`src/rtl/fan_pid_pkg.sv`:
```
// Shared state encoding, term ordering and sizing helpers for the multi-channel fan PID core.
package fan_pid_pkg;

   typedef enum logic [2:0] {
      S_IDLE = 3'd0,
      S_LOAD = 3'd1,
      S_MAC  = 3'd2,
      S_WB   = 3'd3,
      S_DONE = 3'd4
   } state_t;

   // Order in which the five difference-equation terms pass through the MAC.
   localparam logic [2:0] T_B2 = 3'd0;
   localparam logic [2:0] T_B1 = 3'd1;
   localparam logic [2:0] T_B0 = 3'd2;
   localparam logic [2:0] T_A1 = 3'd3;
   localparam logic [2:0] T_A0 = 3'd4;

   function automatic int calc_acc_w(input int adc_w, input int frac_w);
      return adc_w + 2 * frac_w + 5;
   endfunction

   function automatic longint sat_max(input int adc_w, input int frac_w);
      return (longint'(1) <<< (adc_w + 2 * frac_w)) - longint'(1);
   endfunction

   function automatic longint sat_min(input int adc_w, input int frac_w);
      return -(longint'(1) <<< (adc_w + 2 * frac_w));
   endfunction

endpackage

```
`src/rtl/fan_pid_mac.sv`:
```
// Shared signed multiply-accumulate unit: one coefficient x operand product per enabled cycle.
module fan_pid_mac
   import fan_pid_pkg::*;
#(
   parameter int REG_W = 5,
   parameter int ACC_W = 21
) (
   input  logic                    clk_i,
   input  logic                    i_clr,
   input  logic                    i_en,
   input  logic signed [REG_W-1:0] i_coef,
   input  logic signed [ACC_W-1:0] i_data,
   output logic signed [ACC_W-1:0] o_acc
);

   logic signed [ACC_W-1:0] w_coef_x;
   logic signed [ACC_W-1:0] w_prod;
   logic signed [ACC_W-1:0] r_acc;

   assign w_coef_x = ACC_W'(i_coef);
   assign w_prod   = w_coef_x * i_data;

   // Accumulator is pure datapath; the sequencer clears it before every channel.
   always_ff @(posedge clk_i) begin
      if (i_clr) begin
         r_acc <= '0;
      end else if (i_en) begin
         r_acc <= r_acc + w_prod;
      end
   end

   assign o_acc = r_acc;

endmodule

```
`src/rtl/fan_pid_mc_core.sv`:
```
// Time-multiplexed PID core: CHANNELS independent second-order loops sharing one MAC.
module fan_pid_mc_core
   import fan_pid_pkg::*;
#(
   parameter int ADC_BITWIDTH  = 8,
   parameter int REG_BITWIDTH  = 5,
   parameter int FRAC_BITWIDTH = 4,
   parameter int CHANNELS      = 2
) (
   input  logic                                 clk_i,
   input  logic                                 rstn_i,
   input  logic                                 clk_en_PID_i,
   input  logic [CHANNELS-1:0]                  ch_en_i,
   input  logic [CHANNELS*ADC_BITWIDTH-1:0]     ADC_value_i,
   input  logic [CHANNELS*ADC_BITWIDTH-1:0]     SET_value_i,
   input  logic signed [REG_BITWIDTH-1:0]       a1_reg_i,
   input  logic signed [REG_BITWIDTH-1:0]       a0_reg_i,
   input  logic signed [REG_BITWIDTH-1:0]       b0_reg_i,
   input  logic signed [REG_BITWIDTH-1:0]       b1_reg_i,
   input  logic signed [REG_BITWIDTH-1:0]       b2_reg_i,
   output logic [CHANNELS*(ADC_BITWIDTH+1)-1:0] out_Val_o,
   output logic [CHANNELS-1:0]                  sat_o,
   output logic                                 busy_o,
   output logic                                 done_o
);

   localparam int ACC_W = calc_acc_w(ADC_BITWIDTH, FRAC_BITWIDTH);
   localparam int OUT_W = ADC_BITWIDTH + 1;
   localparam int CH_W  = (CHANNELS > 1) ? $clog2(CHANNELS) : 1;
   localparam logic signed [ACC_W-1:0] SAT_MAX = ACC_W'(sat_max(ADC_BITWIDTH, FRAC_BITWIDTH));
   localparam logic signed [ACC_W-1:0] SAT_MIN = ACC_W'(sat_min(ADC_BITWIDTH, FRAC_BITWIDTH));

   state_t                           r_state;
   logic [2:0]                       r_k;
   logic [CH_W-1:0]                  r_ch;
   logic [CHANNELS-1:0]              r_pend;
   logic [CHANNELS*ADC_BITWIDTH-1:0] r_adc, r_set;
   logic signed [REG_BITWIDTH-1:0]   r_a1, r_a0, r_b0, r_b1, r_b2;
   logic signed [ACC_W-1:0]          r_e;
   logic signed [ACC_W-1:0]          r_e1 [CHANNELS];
   logic signed [ACC_W-1:0]          r_e2 [CHANNELS];
   logic signed [ACC_W-1:0]          r_y1 [CHANNELS];
   logic signed [ACC_W-1:0]          r_y2 [CHANNELS];
   logic [CHANNELS-1:0]              r_sat;

   logic [CH_W-1:0]                  w_next_ch;
   logic [ADC_BITWIDTH-1:0]          w_set, w_adc;
   logic signed [ACC_W-1:0]          w_set_x, w_adc_x, w_err;
   logic signed [REG_BITWIDTH-1:0]   w_coef;
   logic signed [ACC_W-1:0]          w_data;
   logic signed [ACC_W-1:0]          w_acc;

   function automatic logic signed [ACC_W-1:0] clamp_y(input logic signed [ACC_W-1:0] y);
      if (y >= SAT_MAX) return SAT_MAX;
      if (y <= SAT_MIN) return SAT_MIN;
      return y;
   endfunction

   function automatic logic is_sat(input logic signed [ACC_W-1:0] y);
      return (y >= SAT_MAX) || (y <= SAT_MIN);
   endfunction

   // Lowest still-pending channel; disabled channels never enter r_pend, so they cost no cycles.
   always_comb begin
      w_next_ch = '0;
      for (int c = CHANNELS - 1; c >= 0; c--) begin
         if (r_pend[c]) w_next_ch = CH_W'(c);
      end
   end

   assign w_set   = r_set[int'(w_next_ch) * ADC_BITWIDTH +: ADC_BITWIDTH];
   assign w_adc   = r_adc[int'(w_next_ch) * ADC_BITWIDTH +: ADC_BITWIDTH];
   assign w_set_x = ACC_W'(w_set);
   assign w_adc_x = ACC_W'(w_adc);
   assign w_err   = (w_set_x - w_adc_x) <<< FRAC_BITWIDTH;

   // Feedback terms are negated on the operand side so the coefficient never has to be.
   always_comb begin
      w_coef = '0;
      w_data = '0;
      case (r_k)
         T_B2: begin w_coef = r_b2; w_data = r_e;                                 end
         T_B1: begin w_coef = r_b1; w_data = r_e1[r_ch];                          end
         T_B0: begin w_coef = r_b0; w_data = r_e2[r_ch];                          end
         T_A1: begin w_coef = r_a1; w_data = -(r_y1[r_ch] >>> FRAC_BITWIDTH);     end
         T_A0: begin w_coef = r_a0; w_data = -(r_y2[r_ch] >>> FRAC_BITWIDTH);     end
         default: begin w_coef = '0; w_data = '0;                                 end
      endcase
   end

   fan_pid_mac #(
      .REG_W (REG_BITWIDTH),
      .ACC_W (ACC_W)
   ) u_mac (
      .clk_i  (clk_i),
      .i_clr  (r_state == S_LOAD),
      .i_en   (r_state == S_MAC),
      .i_coef (w_coef),
      .i_data (w_data),
      .o_acc  (w_acc)
   );

   always_ff @(posedge clk_i or negedge rstn_i) begin
      if (!rstn_i) begin
         r_state <= S_IDLE;
         r_k     <= '0;
         r_ch    <= '0;
         r_pend  <= '0;
      end else begin
         case (r_state)
            S_IDLE: if (clk_en_PID_i) begin
               r_pend  <= ch_en_i;
               r_state <= (ch_en_i != '0) ? S_LOAD : S_DONE;
            end
            S_LOAD: begin
               r_ch              <= w_next_ch;
               r_pend[w_next_ch] <= 1'b0;
               r_k               <= T_B2;
               r_state           <= S_MAC;
            end
            S_MAC: begin
               if (r_k == T_A0) r_state <= S_WB;
               else             r_k     <= r_k + 3'd1;
            end
            S_WB:    r_state <= (r_pend != '0) ? S_LOAD : S_DONE;
            S_DONE:  r_state <= S_IDLE;
            default: r_state <= S_IDLE;
         endcase
      end
   end

   always_ff @(posedge clk_i) begin
      if (r_state == S_IDLE && clk_en_PID_i) begin
         r_adc <= ADC_value_i;
         r_set <= SET_value_i;
         r_a1  <= a1_reg_i;
         r_a0  <= a0_reg_i;
         r_b0  <= b0_reg_i;
         r_b1  <= b1_reg_i;
         r_b2  <= b2_reg_i;
      end
      if (r_state == S_LOAD) r_e <= w_err;
   end

   always_ff @(posedge clk_i or negedge rstn_i) begin
      if (!rstn_i) begin
         for (int c = 0; c < CHANNELS; c++) begin
            r_e1[c] <= '0;
            r_e2[c] <= '0;
            r_y1[c] <= '0;
            r_y2[c] <= '0;
         end
         r_sat <= '0;
      end else if (r_state == S_WB) begin
         r_e1[r_ch]  <= r_e;
         r_e2[r_ch]  <= r_e1[r_ch];
         r_y1[r_ch]  <= clamp_y(w_acc);
         r_y2[r_ch]  <= r_y1[r_ch];
         r_sat[r_ch] <= is_sat(w_acc);
      end
   end

   for (genvar g = 0; g < CHANNELS; g++) begin : g_out
      assign out_Val_o[g*OUT_W +: OUT_W] = r_y1[g][2*FRAC_BITWIDTH +: OUT_W];
   end

   assign sat_o  = r_sat;
   assign busy_o = (r_state == S_LOAD) || (r_state == S_MAC) || (r_state == S_WB);
   assign done_o = (r_state == S_DONE);

endmodule

```
`config.mk`:
```
export PLATFORM = sky130hd
export DESIGN_NAME = fan_pid_mc_core
export DESIGN_NICKNAME = d
export VERILOG_FILES = /design/src/rtl/fan_pid_pkg.sv /design/src/rtl/fan_pid_mac.sv /design/src/rtl/fan_pid_mc_core.sv
export SDC_FILE = /design/constraint.sdc
export NUM_CORES = 1
export LEC_CHECK = 0
export CORE_ASPECT_RATIO = 1.1
export CORE_MARGIN = 10
export CORE_UTILIZATION = 65
export CTS_CLUSTER_SIZE = 8
export DETAILED_ROUTE_END_ITERATION = 12
export PLACE_DENSITY_LB_ADDON = 0.2
export SETUP_SLACK_MARGIN = 0.5
export SLEW_MARGIN = 20
export SYNTH_ARGS = -nofsm -noshare
export SYNTH_HDL_FRONTEND = slang
export SYNTH_HIERARCHICAL = 1
export SYNTH_SLANG_ARGS = --single-unit
export TNS_END_PERCENT = 20
```
`constraint.sdc`:
```
create_clock -name clk_i -period 19.86 [get_ports clk_i]
set_input_delay 2.979 -clock clk_i [delete_from_list [all_inputs] [get_ports clk_i]]
set_output_delay 2.979 -clock clk_i [all_outputs]
set_load 0.005 [all_outputs]
```
# After elaboration in Yosys (flattened, before gate mapping)
# Cells that the tools add are included.
totals:
  regBits: 274
  word_cells: 114
op_classes:
  reduce_logical: 16
  n_lt_le_gt_ge: 8
  muxes: 46
  n_bitwise: 3
  addsub: 5
  eq_ne: 11
  n_shift: 2
  mul: 1
ops:
  columns: ["cell", "count"]
  rows:
  - ["two-way mux 21 bit", 18]
  - ["bitwise mux 42 bit", 4]
  - ["case mux 21 bit (5 select lines)", 1]
  - ["negator 17 -> 21 bit", 2]
  - ["indexed part select 16 x 5 -> 8 bit", 2]
  - ["case mux 5 bit (5 select lines)", 1]
  - ["adder 21 bit", 1]
  - ["demux 21 bit (select 1 bit)", 1]
  - ["greater-or-equal comparator 21 x 17 -> 1 bit, second input constant", 1]
  - ["less-or-equal comparator 21 x 17 -> 1 bit, second input constant", 1]
  - ["multiplier 5 x 21 -> 21 bit", 1]
  - ["two-way mux 3 bit", 5]
  - ["== test 3 x 2 -> 1 bit, second input constant", 4]
  - ["case mux 3 bit (4 select lines)", 1]
  - ["two-way mux 1 bit", 9]
  - ["subtractor 8 x 8 -> 9 bit", 1]
  - ["nonzero test 2 bit", 4]
  - ["== test 3 x 1 -> 1 bit, second input constant", 2]
  - ["== test 3 bit, second input constant", 2]
  - ["logical NOT 3 bit", 2]
  - ["!= test 2 bit, second input constant", 3]
  - ["case mux 3 bit (2 select lines)", 1]
  - ["AND reduction 2 bit", 3]
  - ["logical AND 1 bit", 4]
  - ["other kinds (13)", 18]

# Longest topological paths before layout
depth:
  ltp_word: 9
  depth_mapped: 28
  depth_no_buf: 22

# By module
# Netlist, hierarchy kept.
by_module_without_submodules:
  columns: ["mod", "n_inst", "area_per_inst_um2", "seq_area_each_um2", "cells_per_inst"]
  rows:
  - ["fan_pid_mc_core", 1, 9256.4, 4859.7, 800]
  - ["fan_pid_mac", 1, 4129.0, 420.4, 463]

# Least setup slack after synthesis
# No wires, ideal clock.
synth_path:
  kind: "input to register"
  start: "in clk_en_PID_i"
  end: "reg r_pend[0]"
  t_arrival_ns: 9.563
  setup_ns: 0.416
  required_time_ns: 19.444
  setup_slack_ns: 9.881
  path_stages: 2
  path_cell_list: "nor4b_1 > o21ai_0"
synth_via:
  elab_chain_len: 2
synth_lines:
  columns: ["item", "line", "rtl"]
  rows:
  - ["from (decl)", "fan_pid_mc_core.sv:12", "input logic clk_en_PID_i,"]
  - ["!= test 2 bit (no line)", null, null]
  - ["AND reduction 2 bit (no line)", null, null]
  - ["to (signal assigned)", "fan_pid_mc_core.sv:112", "r_pend <= ch_en_i;"]
  - ["to (decl)", "fan_pid_mc_core.sv:36", "logic [CHANNELS-1:0] r_pend;"]
# No other way between the ends.
# A chain may end at the register's enable or synchronous reset.

# Final worst setup path
layout_path:
  start: "reg r_ch"
  end: "reg u_mac.r_acc[17] (netlist: u_mac/o_acc[17])"
layout_via:
  elab_chain_len: 8
layout_lines:
  columns: ["item", "line", "rtl"]
  rows:
  - ["from (decl)", "fan_pid_mc_core.sv:35", "logic [CH_W-1:0] r_ch;"]
  - ["from (signal assigned)", "fan_pid_mc_core.sv:116", "r_ch <= w_next_ch;"]
  - ["NOT 1 -> 2 bit (not written as such) *", null, null]
  - ["two-way mux 21 bit, on equally long branches (3 in series)", "fan_pid_mc_core.sv:86, fan_pid_mc_core.sv:85", null]
  - ["negator 17 -> 21 bit, on equally long branches", "fan_pid_mc_core.sv:86, fan_pid_mc_core.sv:85", null]
  - ["case mux 21 bit (5 select lines) *", "fan_pid_mc_core.sv:81", "case (r_k)"]
  - ["net w_data[6]", "fan_pid_mc_core.sv:50", "logic signed [ACC_W-1:0] w_data;"]
  - ["multiplier 5 x 21 -> 21 bit *", "fan_pid_mac.sv:21", "assign w_prod = w_coef_x * i_data;"]
  - ["adder 21 bit *", "fan_pid_mac.sv:28", "r_acc <= r_acc + w_prod;"]
  - ["to (signal assigned)", "fan_pid_mac.sv:28", null]
  - ["to (decl)", "fan_pid_mac.sv:18", "logic signed [ACC_W-1:0] r_acc;"]
# Mark *: on every way through the listed nets, which the timed path passes. The rest lies on a longest branch. The select of a mux whose other input is x is not followed.

==> impl_summary.md <==
Clock network
The longest clock path from root to sink contains 3 buffers. Clock latency on the worst-skew pair, taken at its later pin, is 0.56 ns. Clock-pin slew was measured on the worst setup and hold paths at 0.05 ns. The hold buffer count at cts is 0.

Post-CTS repair changed the size of 0 cells. The CTS tree is done. The number of clock buffers added by TritonCTS is 29.

CTS built an H-tree with a depth of 1. CTS saw 202 sinks. The cell sitting at the root of the clock tree is a sky130_fd_sc_hd__clkbuf_16.

Post-CTS timing repair inserted 0 buffers for setup.

Global routing
Global routing used 24.52% of the available tracks. The initial antenna violation count is 0. The first-pass GRT wire length is 52950 microns.

Global routing finished with a remaining overflow of 0. The largest net degree at the start of global routing is 74. The number of global-route vias before repair was 10150.

Cells and area
The net total in the final layout is 1513. Summing all flip-flop and latch instances after layout gives 5284 sq um. In the layout the commonest cells are 114 x sky130_fd_sc_hd__dfrtp_1, 99 x sky130_fd_sc_hd__inv_1, 94 x sky130_fd_sc_hd__nand2_1, 82 x sky130_fd_sc_hd__clkdlybuf4s50_1, 74 x sky130_fd_sc_hd__nor2_1.

0 antenna diodes ended up in the layout. The layout overhead on the synthesized area is 13.11%. The commonest non-fill, non-tap cell in the layout is sky130_fd_sc_hd__dfrtp_1. The layout filler cell count is 1425. The combined area of the multi-input logic cells is 7391 sq um. The share of layout cells above drive strength 1 is 10.96%.

Min path
The path class of the lowest-slack min-delay path is flop to flop.

Routing
The detailed router finished its first iteration with 831 violations. After detailed routing, the total wire length is 32400 microns. The per-cell via count in the routed design is 6.202.

The total number of vias is 9905. Dividing the detail-routed wire length by the instance count gives 20.29 microns. For this run, the detailed router's first-pass iteration total came to 5. The residual DRC count is 0.

The number of nets with antenna violations after routing is 0.

STA
The fmax is 135.5 MHz. The headroom to the max-slew limit is 33.30%. The clock arrives with 0.01680 ns of skew. Setup repair after global routing left no endpoint under its margin. The hold violation total from the final report is 0. The number of endpoints failing setup at the final stage is 0. The final max-slew violation count is 0. The worst path uses 37.16% of the clock period.

The shortest period the worst path allows is 7.380 ns. At the pin with the least slew margin, the transition time is 1.001 ns. Adding up every negative setup slack in the final design gives 0 ns.

Die
The area of the core region is 20440 sq um. The starting density of the core is 65.49%. The die outline area is 26740 sq um. The floorplan has 55 rows. The die is 156.8 microns wide. Pin placement for this block handled 84 I/O pins. The vertical die dimension is 170.5 microns.

Logic synthesis
After Yosys synthesis, XOR and XNOR cells account for 3.337% of the synthesized area. After synthesis, the mean cell area works out to 10.60 sq um. The multiplexer share of the synthesized area is 10.35%. The total standard cell area after synthesis is 13390 sq um. The synthesized netlist contains 84 unique library cells. The number of synthesized flops with an enable pin is 66. Yosys attributes the largest share of cell area to sky130_fd_sc_hd__dfrtp_1 21%, sky130_fd_sc_hd__edfxtp_1 15%, sky130_fd_sc_hd__fa_1 11%, sky130_fd_sc_hd__mux2_2 6.1%, sky130_fd_sc_hd__ha_1 5.2%.

The share of flip-flops with an asynchronous set or reset after synthesis is 56.93%. The simple-gate area share of the yosys netlist is 13.83%. The number of nets produced by synthesis is 1452. The synthesized instance count is 1263. The synthesized design spends more area on one cell type than any other, namely sky130_fd_sc_hd__dfrtp_1. The sequential element share of the synthesized area is 39.45%. The share of Yosys cell area claimed by the top area cell type is 21.50%. The flop and latch count out of synthesis is 202. The share of synthesized cell area in full adder, half adder and majority cells is 15.85%. Among all flip-flop cells after synthesis, the most frequent one is sky130_fd_sc_hd__dfrtp_1. For this run, the number of Yosys warnings is 6.

The compound-gate portion of the synthesized area is 11.76%. The main combinational cell family by area after synthesis is adder cells.

Place
At the end of routability-driven placement, the weighted congestion stood at 0.9184. The HPWL after detailed placement is 23810 microns. The port buffer count is 83.

Flow run
The max-cap check violation count is 0.

Setup path
At the worst endpoint, the required time is 20.29 ns. STA classifies the critical path startpoint as a flop. For the worst setup path, the data arrival time is 7.81 ns. The delay of the slowest cell on the worst path is 0.73 ns. The cell with the biggest individual delay on the critical path is sky130_fd_sc_hd__buf_4. Setup slack on the worst reg-to-reg path comes out at 12.48 ns. Traced cell by cell, the critical path runs through buf_4 -> mux2i_1 -> ha_1 -> nor4b_4 -> o22ai_1 -> xnor2_1 -> a221oi_1 -> o21ai_0 -> and2_1 -> fa_1 -> fa_1 -> inv_1 -> fa_1 -> inv_1 -> ha_1 -> ha_1 -> o21a_1 -> o2111ai_1 -> a21o_1 -> a21oi_1 -> or4_1 -> o311ai_0. The worst setup path is captured at a flop.

The highest fanout seen on the critical path is 73. By startpoint and endpoint, the worst setup path is classified as flop to flop.

Status
The run finished with clean final reports.
flip-flops by register name (all words and copies together) (netlist names):
name,flops
r_e2,18
r_state,3
r_adc,16
r_b0,5
r_e1,18
r_e,9
r_set,16
r_a0,5
r_b2,5
r_y1,16
r_b1,5
r_k,3
r_pend,2
out_Val_o,18
u_mac/o_acc,21
r_ch,1
r_a1,5
r_y2,34
sat_o,2
stage by stage:
| step | hold WS, ns | worst slack (ns) | cells | util (%) | area, sq um |
|---|---|---|---|---|---|
| 3_3_place_gp | 0.4649 | 12.76 | 1549 | 70.04 | 14320 |
| 4_1_cts | 0.5051 | 12.61 | 1597 | 74.07 | 15140 |
| 2_1_floorplan | 0.4496 | 9.881 | 1263 | - | 13390 |
| 6_report | 0.5030 | 12.48 | 1597 | 74.07 | 15140 |
| 3_5_place_dp | 0.4939 | 12.66 | 1549 | 70.04 | 14320 |
| 5_1_grt | 0.5185 | 12.05 | 1597 | 74.07 | 15140 |
final timing paths:
kind / depth (start not counted) / from / end
worst max-delay path: 22 / r_ch / u_mac/o_acc[17]
worst min-delay path: 1 / r_e2[8] / r_e2[8]
worst max register to register: 22 / r_ch / u_mac/o_acc[17]
worst min register to register: 1 / r_e2[8] / r_e2[8]
max in group asynchronous: 2 / rstn_i / r_y2[39]
min in group asynchronous: 1 / rstn_i / r_e2[27]
cells by family (layout without fill, tap and decap cells):
| kind of cell | count (synthesis) | after routing |
|---|---|---|
| simple gates | 349 | 349 |
| compound gates | 238 | 238 |
| flops | 202 | 202 |
| buf+inv | 168 | 246 |
| mux | 128 | 128 |
| fa+ha+maj | 127 | 127 |
| xor+xnor | 51 | 51 |
layer usage:
layer  track usage (%)  vias up  routed length [microns]  share of wire [%]
met5                 0        -                        0                  0
met1             32.47     4876                    13790                 43
li1                  -     4576                        -                  -
met2             39.33      379                    15030                 46
met3             4.971       74                     2503                7.7
met4             8.747        0                     1072                3.3
worst max-delay path: cells and delay by family (launching register included):
family	cells	cell delay (ns)
multiplexers	1	0.31
adder cells (fa/ha/maj)	6	2.50
buffers and inverters	3	0.83
flip-flops	1	0.66
XOR/XNOR	1	0.15
AO/OA/AOI/OAI	8	1.60
AND/OR/NAND/NOR	3	1.17
cell type report:
cell class / instances / share of cell area [%]
well taps: 256 / 2.116
clock inverters: 2 / 0.1653
flip-flops and latches: 202 / 34.90
clock buffers: 46 / 5.281
inverters: 99 / 2.455
repair buffers: 99 / 6.264
multi-input cells: 893 / 48.82
synthesized netlist by cell type (7+ instances only):
master / n
sky130_fd_sc_hd__mux2_2: 73
sky130_fd_sc_hd__xor2_1: 18
sky130_fd_sc_hd__and2_1: 53
sky130_fd_sc_hd__nor2_1: 74
sky130_fd_sc_hd__mux2i_1: 54
sky130_fd_sc_hd__ha_1: 56
sky130_fd_sc_hd__o22ai_1: 20
sky130_fd_sc_hd__nand2b_1: 16
sky130_fd_sc_hd__o21ai_1: 8
sky130_fd_sc_hd__or3_1: 8
sky130_fd_sc_hd__a22oi_1: 9
sky130_fd_sc_hd__a21o_1: 12
sky130_fd_sc_hd__o211ai_1: 7
sky130_fd_sc_hd__a211oi_1: 8
sky130_fd_sc_hd__o21a_1: 8
sky130_fd_sc_hd__buf_4: 19
sky130_fd_sc_hd__fa_1: 71
sky130_fd_sc_hd__nor2b_1: 12
sky130_fd_sc_hd__inv_1: 99
sky130_fd_sc_hd__nand2_1: 94
sky130_fd_sc_hd__xnor2_1: 33
sky130_fd_sc_hd__dfxtp_1: 21
sky130_fd_sc_hd__o21ai_0: 49
sky130_fd_sc_hd__dfrtp_1: 115
sky130_fd_sc_hd__buf_2: 8
sky130_fd_sc_hd__nand3_1: 10
sky130_fd_sc_hd__clkbuf_1: 38
sky130_fd_sc_hd__edfxtp_1: 66
sky130_fd_sc_hd__nor4_1: 10
sky130_fd_sc_hd__a31oi_1: 8
sky130_fd_sc_hd__nor3_1: 28
sky130_fd_sc_hd__a21oi_1: 54
Power is not shown: default switching activity piles up to over one toggle a cycle in this logic, so the estimate is an artifact.
==> RTL edit 1: new RTL, same settings <==
The 5 states of `state_t` get a one-hot encoding in 5 bits.
--- a/src/rtl/fan_pid_pkg.sv
+++ b/src/rtl/fan_pid_pkg.sv
@@ -1,12 +1,12 @@
 // Shared state encoding, term ordering and sizing helpers for the multi-channel fan PID core.
 package fan_pid_pkg;
 
-   typedef enum logic [2:0] {
-      S_IDLE = 3'd0,
-      S_LOAD = 3'd1,
-      S_MAC  = 3'd2,
-      S_WB   = 3'd3,
-      S_DONE = 3'd4
+   typedef enum logic [4:0] {
+      S_IDLE = 5'b00001,
+      S_LOAD = 5'b00010,
+      S_MAC  = 5'b00100,
+      S_WB   = 5'b01000,
+      S_DONE = 5'b10000
    } state_t;
 
    // Order in which the five difference-equation terms pass through the MAC.
Formal check against the unedited RTL: same outputs for any inputs over 4 cycles, from zero or initial values and one cycle with rstn_i low; so few cycles prove little.
==> RTL edit 1 against the unedited design <==
- setup slack gained 680 ps
- synthesized cell count increased by 5.1%
- via count up 2.8%
- clock skew grew 18 ps
- sequential cell count rose by 2
- routed wire length grew 3.5%
- design area up 0.66%
- non-clock buffer count decreased by 4
- count of clock-buffer cells in the layout rose by 3
- synthesized area grew 1.4%
- highest routed layer unchanged
Power is left out: the tool's default activity adds up to more than one toggle a clock period on the data nets, which glitch-free logic cannot reach.
==> RTL edit 1: results (changes against the unedited design) <==
Vias=10,200 (+2.8%); top cells by count, synth=199 x nand2_1, 116 x dfrtp_1, 94 x inv_1; mux contribution to synthesized area=0.0833 (-0.0202); sequential area share after synthesis=0.393 (-0.00153); met2 WL=16,000 um (+6.2%); outcome=complete, no violations; CP delay by family, top=adder cells; dominant cell by count in the synthesized netlist=nand2_1; met1 wire length=13,500 um (-2.3%); layout cells sized above 1=0.0949 (-0.0148); synthesized net count=1,517 (+4.5%); slew at the pin with the worst max-slew slack=1130 ps (+125 ps); Adder-Cell Fraction of Synth Area=0.156 (-0.00213); slowest CP cell=buf_4; Worst-Skew Late Latency=570 ps; final net count=1,571 (+3.8%); post-synth cell types=78 (-7.1%); critical path data arrival time=7180 ps (-630 ps); dominant cells by area after synthesis=dfrtp_1 21%, edfxtp_1 15%, fa_1 10%; crit path max fanout=78 (+6.8%); Post-synth EDFFs=66 (unchanged); Tot GR Track Use=0.255 (+0.00953); hpwl dp=24,100 um (+1.1%); Antenna diodes=0 (unchanged); Reg clk slew, reported paths=60 ps; worst stage delay on the critical path=850 ps (+120 ps); GPL Wtd Cong=0.911 (-0.78%); post-synthesis compound-gate area fraction=0.110 (-0.00785); wire length on met3=2680 um (+6.9%); Post-synth ARST share=0.574 (+0.00422); drt pass-1 iters=5 (unchanged); Worst Skew=34.6 ps (+17.8 ps); first-pass GRT wire length=55,000 um (+3.9%); Iter 0 DRT Violations=725 (-13%); XOR/XNOR share of the synthesized area=0.0355 (+0.00213); final wirelength=33,500 um (+3.5%); reg-to-reg slack, setup=13,160 ps (+680 ps); largest net degree at the start of global routing=79 (+6.8%)
RTL edit 1: cell types whose count changed after synthesis, sizes merged, moves of 6 or more:
| cell | unedited run | this run |
|---|---|---|
| nand2 | 94 | 199 |
| mux2 | 73 | 46 |
| o21ai | 58 | 74 |
| a21oi | 54 | 40 |
| nor2 | 74 | 63 |
| buf | 31 | 38 |
| xnor2 | 33 | 40 |
| a221o | 6 | 0 |
| nand3b | 3 | 9 |
RTL edit 1: cell type report:
type,instances,area [um2]
Sequential cell,204,5340
Inverter,95,358
Clock inverter,2,25.0
Tap cell,256,320
Timing Repair Buffer,95,918
Multi-Input combinational cell,957,7480
Clock buffer,49,801
Fill cell,1458,5340
RTL edit 1: path summary, 6_finish.rpt:
check / from / to / depth (start not counted)
worst max-delay path: r_ch / u_mac/o_acc[19] / 20
worst min-delay path: r_e2[27] / r_e2[27] / 2
worst max register to register: r_ch / u_mac/o_acc[19] / 20
worst min register to register: r_e2[27] / r_e2[27] / 2
max in group asynchronous: rstn_i / r_y2[39] / 2
min in group asynchronous: rstn_i / out_Val_o[15] / 1
RTL edit 1: through the flow:
stage | instance area (um2) | setup WS [ps] | std cells | hold WS, ps | util
6_report | 15200 | 13160 | 1658 | 475 | 0.741
2_1_floorplan | 13600 | 13490 | 1328 | 442 | -
4_1_cts | 15200 | 13190 | 1658 | 478 | 0.740
5_1_grt | 15200 | 12830 | 1658 | 508 | 0.741
3_3_place_gp | 14400 | 13360 | 1607 | 459 | 0.700
3_5_place_dp | 14400 | 13200 | 1607 | 463 | 0.700
RTL edit 1: per-layer routing:
metal	vias to the layer above	track usage
met1	4994	0.324
met3	109	0.0517
met5	-	0
met4	0	0.107
met2	402	0.415
li1	4682	-
==> RTL edit 2: new RTL, same settings <==
Made on the original files. The parameter `REG_BITWIDTH` goes from 5 to 10.
--- a/src/rtl/fan_pid_mc_core.sv
+++ b/src/rtl/fan_pid_mc_core.sv
@@ -3,7 +3,7 @@
    import fan_pid_pkg::*;
 #(
    parameter int ADC_BITWIDTH  = 8,
-   parameter int REG_BITWIDTH  = 5,
+   parameter int REG_BITWIDTH  = 10,
    parameter int FRAC_BITWIDTH = 4,
    parameter int CHANNELS      = 2
 ) (
Ports: changed (5 resized); port bits go from 84 to 109. The function was not compared with the original's and may differ.
==> RTL edit 2 against the unedited design <==
- clock skew up 12 ps
- highest routed layer unchanged
- design area grew 24%
- synthesized area grew 23%
- setup slack worse by 670 ps
- sequential cell count is 25 higher
- die area is 20% higher
- routed wire length up 20%
Power is left out: the tool's default activity adds up to more than one toggle a clock period on the data nets, which glitch-free logic cannot reach.
==> RTL edit 2: results (changes against the unedited design) <==
largest net degree at the start of global routing=87 (+18%); reg-to-reg slack, setup=11,810 ps (-670 ps); number of CTS-inserted buffers=34 (+17%); Worst-Skew Late Latency=520 ps (-40 ps); met1 wire length=15,800 um (+14%); prevailing post-synth register cell=dfrtp_1; Hold Path Sink=r_e2[27]; Post-synth ARST share=0.507 (-0.0627); dpl cell area=17,700 um2 (+24%); slew at the pin with the worst max-slew slack=1180 ps (+183 ps); met2 WL=18,800 um (+25%); Post-CTS Setup Repair Bufs=0 (unchanged); IO buf count=108 (+30%); drt pass-1 iters=5 (unchanged); sequential area share after synthesis=0.365 (-0.0296); Resized Gates After CTS=0 (unchanged); top cells by count, synth=283 x nand2_1, 193 x inv_1, 131 x fa_1; final net count=2,003 (+32%); XOR/XNOR share of the synthesized area=0.0318 (-0.00157); synthesized net count=1,934 (+33%); slowest CP cell=a21oi_1; outcome=complete, no violations; critical path data arrival time=8450 ps (+640 ps); Adder-Cell Fraction of Synth Area=0.212 (+0.0539); Fillers=1,764 (+24%); layout cells sized above 1=0.0841 (-0.0256); Iter 0 DRT Violations=988 (+19%); Reg clk slew, reported paths=50 ps (about the same); R2R Path End=u_mac/o_acc[20]; CP delay by family, top=adder cells; hold_sp=r_e2[27]; worst stage delay on the critical path=930 ps (+200 ps); dominant cells by area after synthesis=dfrtp_1 17%, edfxtp_1 17%, fa_1 16%; post-synth cell types=81 (-3.6%); Worst Skew=28.8 ps (+12.0 ps); R2R depth=24 (+9.1%); crit path max fanout=65 (-11%); hpwl dp=28,500 um (+20%); wire length on met3=2860 um (+14%); vias in the first global route=12,700 (+25%); vias per cell=5.94 (-4.2%); first-pass GRT wire length=64,400 um (+22%); H-tree depth=2 (+1); post-synthesis compound-gate area fraction=0.0933 (-0.0242); Hold Path Depth=2 (+1); Post-synth EDFFs=91 (+38%); GPL Wtd Cong=0.947 (+3.1%); Tot GR Track Use=0.248 (+0.00244); DR WL/cell=19.0 um (-6.3%); mux contribution to synthesized area=0.0706 (-0.0328)
RTL edit 2: cell count changes after synthesis, sizes merged, moves of 21 or more:
cell / before / now
nand2: 94 / 283
inv: 99 / 193
fa: 71 / 131
mux2: 73 / 41
edfxtp: 66 / 91
clkbuf: 38 / 59
RTL edit 2: cell families (layout without fill, tap and decap cells):
| family | count (synthesis) | in the layout |
|---|---|---|
| adders and majority gates | 202 | 202 |
| AOI/OAI and AO/OA | 234 | 234 |
| buffers and inverters | 292 | 384 |
| DFF | 227 | 227 |
| and+or+nand+nor | 523 | 523 |
| xor gates and xnor gates | 60 | 60 |
| muxes | 107 | 107 |
RTL edit 2: stage by stage:
stage | hold WS (ps) | cells | setup WS, ps | utilization
5_1_grt | 500 | 2052 | 11390 | 0.744
4_1_cts | 477 | 2052 | 11870 | 0.744
3_3_place_gp | 457 | 1993 | 12130 | 0.703
3_5_place_dp | 462 | 1993 | 11900 | 0.703
2_1_floorplan | 445 | 1645 | 7140 | -
6_report | 476 | 2052 | 11810 | 0.744
RTL edit 2: layout make-up:
class                   count  area share
clock buffers              55      0.0496
inverters                 193      0.0387
flip-flops and latches    227       0.322
repair buffers            132      0.0672
well taps                 315      0.0210
multi-input cells        1126       0.497
clock inverters             4     0.00454
RTL edit 2: per-layer routing:
layer	vias up	GRT usage
met5	-	0
met4	0	0.107
met3	105	0.0534
met2	483	0.396
met1	6019	0.317
li1	5585	-
RTL edit 2: worst reg2reg max path: stages, from the launching register on:
cell and delay, ps:
dfrtp_4 590, buf_4 790, nor3b_4 420, o211ai_4 190, o21a_1 210, o21ai_1 120, o211ai_1 110, a21oi_1 930
nand2_1 190, fa_1 570, inv_1 50, fa_1 520, fa_1 440, fa_1 540, inv_1 60, fa_1 540
inv_1 50, ha_1 300, o21ai_1 110, a211oi_1 330, nand3_1 180, a21boi_2 220, a31oi_2 120, xnor2_1 150
a211oi_2 210
RTL edit 2: how the worst max path moves through the flow:
| stage | startpoint | to | slack (ps) | cells past startpoint |
|---|---|---|---|---|
| after floorplan | clk_en_PID_i | r_pend[0] | 7140 | 2 |
| after global placement | r_ch | u_mac/o_acc[20] | 12130 | 25 |
| after detailed placement | r_ch | u_mac/o_acc[20] | 11900 | 25 |
| after CTS | r_ch | u_mac/o_acc[20] | 11870 | 24 |
| after global routing | r_ch | u_mac/o_acc[20] | 11390 | 24 |
| final | r_ch | u_mac/o_acc[20] | 11810 | 24 |
